==> src/rtl/dmem_pkg.sv <==
// Shared definitions for the data-memory access controller: state encoding
// and the value returned on the load-data port when an access fails.
package dmem_pkg;

  localparam int STATE_W = 2;

  localparam logic [STATE_W-1:0] S_IDLE = 2'd0;
  localparam logic [STATE_W-1:0] S_REQ  = 2'd1;
  localparam logic [STATE_W-1:0] S_DONE = 2'd2;

  localparam logic [31:0] ERR_RDATA = 32'h0000_0000;

  typedef enum logic [STATE_W-1:0] {
    ST_IDLE = S_IDLE,
    ST_REQ  = S_REQ,
    ST_DONE = S_DONE
  } state_e;

endpackage

==> src/rtl/dmem_timeout_cnt.sv <==
// Request watchdog: counts cycles while enabled and flags the last allowed
// cycle (count == TIMEOUT_CYC-1). Clear has priority over enable.
module dmem_timeout_cnt #(
  parameter int TIMEOUT_CYC = 64
) (
  input  logic clk_i,
  input  logic rst_i,
  input  logic clr_i,
  input  logic en_i,
  output logic expired_o
);

  localparam int CNT_W = $clog2(TIMEOUT_CYC);

  logic [CNT_W-1:0] cnt_q, cnt_d;

  assign expired_o = (cnt_q == CNT_W'(TIMEOUT_CYC - 1));

  // Saturate at the terminal count so the flag cannot wrap away.
  always_comb begin
    cnt_d = cnt_q;
    if (clr_i) begin
      cnt_d = '0;
    end else if (en_i && !expired_o) begin
      cnt_d = cnt_q + CNT_W'(1);
    end
  end

  always_ff @(posedge clk_i) begin
    if (!rst_i) begin
      cnt_q <= '0;
    end else begin
      cnt_q <= cnt_d;
    end
  end

endmodule

==> src/rtl/dmem_access_ctrl.sv <==
// Turns the CPU's single-cycle load/store into a req/ack memory handshake,
// stalling the CPU until the DONE (commit) cycle. Optional alignment
// check is enabled with the DMEM_ALIGN_CHECK_EN macro.
module dmem_access_ctrl
  import dmem_pkg::*;
#(
  parameter int ADDR_W      = 32,
  parameter int DATA_W      = 32,
  parameter int TIMEOUT_CYC = 64
) (
  input  logic              clk_i,
  input  logic              rst_i,
  input  logic [ADDR_W-1:0] cpu_addr_i,
  input  logic [DATA_W-1:0] cpu_wdata_i,
  input  logic              cpu_rd_i,
  input  logic              cpu_wr_i,
  output logic [DATA_W-1:0] cpu_rdata_o,
  output logic              cpu_stall_o,
  output logic              cpu_err_o,
  output logic              mem_req_o,
  output logic              mem_we_o,
  output logic [ADDR_W-1:0] mem_addr_o,
  output logic [DATA_W-1:0] mem_wdata_o,
  input  logic              mem_ack_i,
  input  logic [DATA_W-1:0] mem_rdata_i
);

  localparam logic [ADDR_W-1:0] WORD_MASK = ~ADDR_W'(3);
  localparam logic [DATA_W-1:0] ERR_DATA  = DATA_W'(ERR_RDATA);

  state_e            state_q, state_d;
  logic              we_q, we_d;
  logic [ADDR_W-1:0] addr_q, addr_d;
  logic [DATA_W-1:0] wdata_q, wdata_d;
  logic [DATA_W-1:0] rdata_q, rdata_d;
  logic              err_q, err_d;
  logic              cnt_clr, cnt_en, cnt_expired;

`ifdef DMEM_ALIGN_CHECK_EN
  logic misaligned;
  assign misaligned = |cpu_addr_i[1:0];
`endif

  dmem_timeout_cnt #(
    .TIMEOUT_CYC (TIMEOUT_CYC)
  ) u_timeout_cnt (
    .clk_i     (clk_i),
    .rst_i     (rst_i),
    .clr_i     (cnt_clr),
    .en_i      (cnt_en),
    .expired_o (cnt_expired)
  );

  always_comb begin
    state_d     = state_q;
    we_d        = we_q;
    addr_d      = addr_q;
    wdata_d     = wdata_q;
    rdata_d     = rdata_q;
    err_d       = err_q;
    cpu_stall_o = 1'b0;
    cnt_clr     = 1'b0;
    cnt_en      = 1'b0;

    case (state_q)
      ST_IDLE: begin
        cpu_stall_o = cpu_rd_i | cpu_wr_i;
        err_d       = 1'b0;
        if (cpu_rd_i && cpu_wr_i) begin
          state_d = ST_DONE;
          err_d   = 1'b1;
          rdata_d = ERR_DATA;
`ifdef DMEM_ALIGN_CHECK_EN
        end else if ((cpu_rd_i ^ cpu_wr_i) && misaligned) begin
          state_d = ST_DONE;
          err_d   = 1'b1;
          rdata_d = ERR_DATA;
`endif
        end else if (cpu_rd_i ^ cpu_wr_i) begin
          state_d = ST_REQ;
          addr_d  = cpu_addr_i & WORD_MASK;
          wdata_d = cpu_wdata_i;
          we_d    = cpu_wr_i;
          cnt_clr = 1'b1;
        end
      end

      ST_REQ: begin
        cpu_stall_o = 1'b1;
        // An ack in the final watchdog cycle still completes the access.
        if (mem_ack_i) begin
          if (!we_q) begin
            rdata_d = mem_rdata_i;
          end
          err_d   = 1'b0;
          state_d = ST_DONE;
        end else if (cnt_expired) begin
          err_d   = 1'b1;
          rdata_d = ERR_DATA;
          state_d = ST_DONE;
        end else begin
          cnt_en = 1'b1;
        end
      end

      ST_DONE: begin
        state_d = ST_IDLE;
        err_d   = 1'b0;
      end

      default: begin
        state_d = ST_IDLE;
        err_d   = 1'b0;
      end
    endcase
  end

  always_ff @(posedge clk_i) begin
    if (!rst_i) begin
      state_q <= ST_IDLE;
      we_q    <= 1'b0;
      addr_q  <= '0;
      wdata_q <= '0;
      rdata_q <= '0;
      err_q   <= 1'b0;
    end else begin
      state_q <= state_d;
      we_q    <= we_d;
      addr_q  <= addr_d;
      wdata_q <= wdata_d;
      rdata_q <= rdata_d;
      err_q   <= err_d;
    end
  end

  assign mem_req_o   = (state_q == ST_REQ);
  assign mem_we_o    = we_q;
  assign mem_addr_o  = addr_q;
  assign mem_wdata_o = wdata_q;
  assign cpu_rdata_o = rdata_q;
  assign cpu_err_o   = err_q;

endmodule

==> config.mk <==
export PLATFORM = sky130hd
export DESIGN_NAME = dmem_access_ctrl
export DESIGN_NICKNAME = d
export VERILOG_FILES = /design/src/rtl/dmem_pkg.sv /design/src/rtl/dmem_timeout_cnt.sv /design/src/rtl/dmem_access_ctrl.sv
export SDC_FILE = /design/constraint.sdc
export NUM_CORES = 1
export LEC_CHECK = 0
export CAP_MARGIN = 40
export CELL_PAD_IN_SITES_DETAIL_PLACEMENT = 1
export CELL_PAD_IN_SITES_GLOBAL_PLACEMENT = 2
export CORE_ASPECT_RATIO = 2
export CORE_MARGIN = 8
export CORE_UTILIZATION = 24
export CTS_BUF_LIST = sky130_fd_sc_hd__clkbuf_4 sky130_fd_sc_hd__clkbuf_8
export DETAILED_ROUTE_END_ITERATION = 8
export GPL_TIMING_DRIVEN = 0
export HOLD_SLACK_MARGIN = 0.02
export PLACE_DENSITY = 0.95
export SYNTH_ARGS = -nofsm -noshare
export SYNTH_HDL_FRONTEND = slang
export SYNTH_SLANG_ARGS = --single-unit
==> constraint.sdc <==
create_clock -name clk_i -period 3.4 [get_ports clk_i]
set_input_delay 0.68 -clock clk_i [delete_from_list [all_inputs] [get_ports clk_i]]
set_output_delay 0.68 -clock clk_i [all_outputs]
set_load 0.02 [all_outputs]
==> key figures <==
Clocking
  • Post-CTS sizing: 0
  • CTS tree: yes
  • Number of H-tree levels: 3
  • Max Buffers Root-to-Sink: 2
  • Clk sinks: around 100
  • CTS Root Cell: clkbuf_8
  • CTS Hold Buffers Added: 0
  • CTS clock-pin slew for the worst setup and hold paths: ~0.09 ns
  • Clock buffer count from CTS: 9
  • Clock Latency Late Sink: 0.37 ns
  • Setup Buffers After CTS: 0

Synthesis
  • Sequential share of the synthesized area: 0.520
  • Syn Inst Count: 489
  • Synthesized area per cell: 8.18 um^2
  • Cell Area, Synth: roughly 4000 um^2
  • #FFs+latches synth: ~100
  • Synth cell types: 34
  • Yosys warnings: 0
  • Main synth FF type: dfxtp_1
  • Post-synth EDFFs: 0
  • Async set-reset flop share out of synthesis: 0

Detailed routing
  • Met1 Wirelength: around 6.3 mm
  • 1st-pass router iterations: 4
  • DR WL/cell: 16.9 um
  • Final WL: roughly 15 mm
  • Routed Antenna Nets: 0
  • Vias per cell: around 4.7
  • Routed via count: 4,255
  • Met2 wire length: ~6.8 mm
  • Met3 wire length: 2.09 mm
  • Initial drt markers: 93
  • Drc violations: 0
  • Top Metal Used: met4

Worst setup path
  • CP bufs+invs: 3
  • Critical path's most frequent cell: clkdlybuf4s50_1
  • Worst path cell trace: clkdlybuf4s50_1 > inv_1 > ha_1 > a21oi_1 > clkdlybuf4s50_1
  • CP max FO: 3
  • Kind of cell adding the most delay to the critical path: buffers and inverters
  • Crit Path Class: input pin to primary output
  • Slowest CP cell: clkdlybuf4s50_1
  • Worst EP required: roughly 2.7 ns
  • Critical Path Start Type: input pin
  • Worst setup EP type: primary output
  • Crit path DAT: approximately 2.3 ns
  • Max incr delay on CP: between 0.6 and 0.7 ns

Layout
  • Multi-input logic area: 1700 um^2
  • Share of layout cells above drive strength 1: 0.0429
  • Total Nets Final: between 800 and 900
  • Non-filler instance count after layout: between 900 and 1,000
  • Layout area overhead: 59.8%
  • Ant diodes: 0
  • Commonest non-fill, non-tap cell in the layout: clkdlybuf4s50_1
  • Commonest cells after routing, fill and taps aside: clkdlybuf4s50_1 (195), nand2_1 (160), dfxtp_1 (104), a21oi_1 (97), a311oi_1 (34)
  • Fill count: roughly 2,000
  • Register Area: between 2000 and 2500 um^2

Timing
  • Setup violators final: 0
  • Final worst-path cycle share: 0.866
  • Hold Fails Final Rpt: 0
  • Worst Max-Slew Pin Slew: about 0.76 ns
  • Rel. slew slack: 0.485
  • Skew final: 0.00976 ns
  • RSZ-0062 raised after global routing: false
  • Final Critical Period: approximately 3 ns
  • Setup_tns: 0 ns
  • Max Clock Freq: 0.339 GHz
  • Slew Viols, Final: 0

Die
  • Die Ht: between 150 and 200 um
  • # IOs: 201
  • Die area: between 20,000 and 25,000 um^2
  • Rows: 67
  • DIE WIDTH: between 100 and 150 um
  • Starting Density: 0.242
  • Core area: ~17,000 um^2

GRT
  • Largest net degree at the start of global routing: 16
  • Antenna violations before repair: 0
  • Number of global-route vias before repair: roughly 4,600
  • GRT Total Usage: 0.141
  • First-pass GRT wire length: 24.2 mm
  • Total global routing overflow: 0

Placed design
  • I/O Buffers: 195
  • Final GP Congestion: ~0.74
  • Placed insts: just under 900
  • Final HPWL DP: about 12 mm

Job
  • Maxcap violations: 0

Power
  • Worst IR Drop VDD: 0.210 mV
  • Power, Total: ~2800 uW
  • Pwr dens: 437 nW/um^2
  • Leak: between 0.002 and 0.0025 uW

Hold path
  • Min-delay worst type: flip-flop to flip-flop

Run status
  • Status: completed
-- flip-flops by register name, indices dropped and copies added, names as in the netlist --
register,count
cpu_err_o,1
mem_we_o,1
mem_wdata_o,32
cpu_rdata_o,32
state_q,2
u_timeout_cnt.cnt_q,6
mem_addr_o,30
-- power breakdown --
part / internal [uW] / switching, uW / total [uW]
Combinational: 326 / 394 / 720
Sequential: 1300 / 42.2 / 1340
Clock: 309 / 421 / 731
Total: 1940 / 857 / 2790
-- worst register-to-register path, stage by stage (launching register included) --
cell	delay (ns)
dfxtp_1	0.41
ha_1	0.32
nand2_1	0.10
o311ai_1	0.65
clkbuf_1	0.44
a311oi_1	0.18
-- layer usage --
layer | vias to the layer above | GRT usage
met1 | 1989 | 0.158
met2 | 170 | 0.222
met3 | 8 | 0.0866
met5 | - | 0
met4 | 0 | 0.0341
li1 | 2088 | -
-- cell type report --
cell class,instances,share of cell area
flip-flops and latches,104,0.326
repair buffers,195,0.305
multi-input cells,335,0.266
well taps,207,0.0405
plain buffers,44,0.0303
clock buffers,12,0.0249
inverters,7,0.00411
clock inverters,3,0.00274
-- cell usage after synthesis, types with 2 or more instances --
library cell | n | area (um^2)
nand2_1 | 160 | 601
buf_4 | 3 | 22.5
or3_1 | 3 | 18.8
a21oi_1 | 97 | 485
mux2i_1 | 4 | 40.0
dfxtp_1 | 104 | 2080
nand3_1 | 8 | 40.0
nand2b_1 | 2 | 12.5
ha_1 | 4 | 50.1
buf_2 | 8 | 40.0
nor2_1 | 3 | 11.3
a311oi_1 | 34 | 298
or4_1 | 2 | 15.0
buf_1 | 5 | 18.8
clkbuf_1 | 27 | 101
a211oi_1 | 2 | 15.0
inv_1 | 6 | 22.5
-- final timing paths --
path | startpoint | cells after the start | end | slack (ns)
max | cpu_wr_i | 5 | cpu_stall_o | 0.45
min | mem_addr_o[27] | 2 | mem_addr_o[27] | 0.46
max reg2reg | u_timeout_cnt.cnt_q[0] | 5 | cpu_rdata_o[28] | 1.16
min reg2reg | mem_addr_o[27] | 2 | mem_addr_o[27] | 0.46
-- metrics by stage --
step	setup WS, ns	hold WS (ns)	cell area (um^2)	util
floorplan	1.23	0.477	4010	-
global placement	0.150	0.441	6220	0.376
detailed placement	0.0835	0.447	6220	0.376
CTS	0.430	0.461	6390	0.387
global route	0.198	0.484	6390	0.387
finish	0.454	0.457	6390	0.387
-- kinds of logic (layout without fill, tap and decap cells) --
| family | after synthesis | count (layout) | synth area share |
|---|---|---|---|
| and+or+nand+nor | 186 | 186 | 0.190 |
| AOI/OAI and AO/OA | 139 | 139 | 0.211 |
| DFF | 104 | 104 | 0.520 |
| buffers and inverters | 51 | 261 | 0.0550 |
| adders and majority gates | 4 | 4 | 0.0125 |
| muxes | 4 | 4 | 0.0100 |
| other | 1 | 2 | 0.000937 |
No activity file was read; power rests on OpenSTA's default activity.
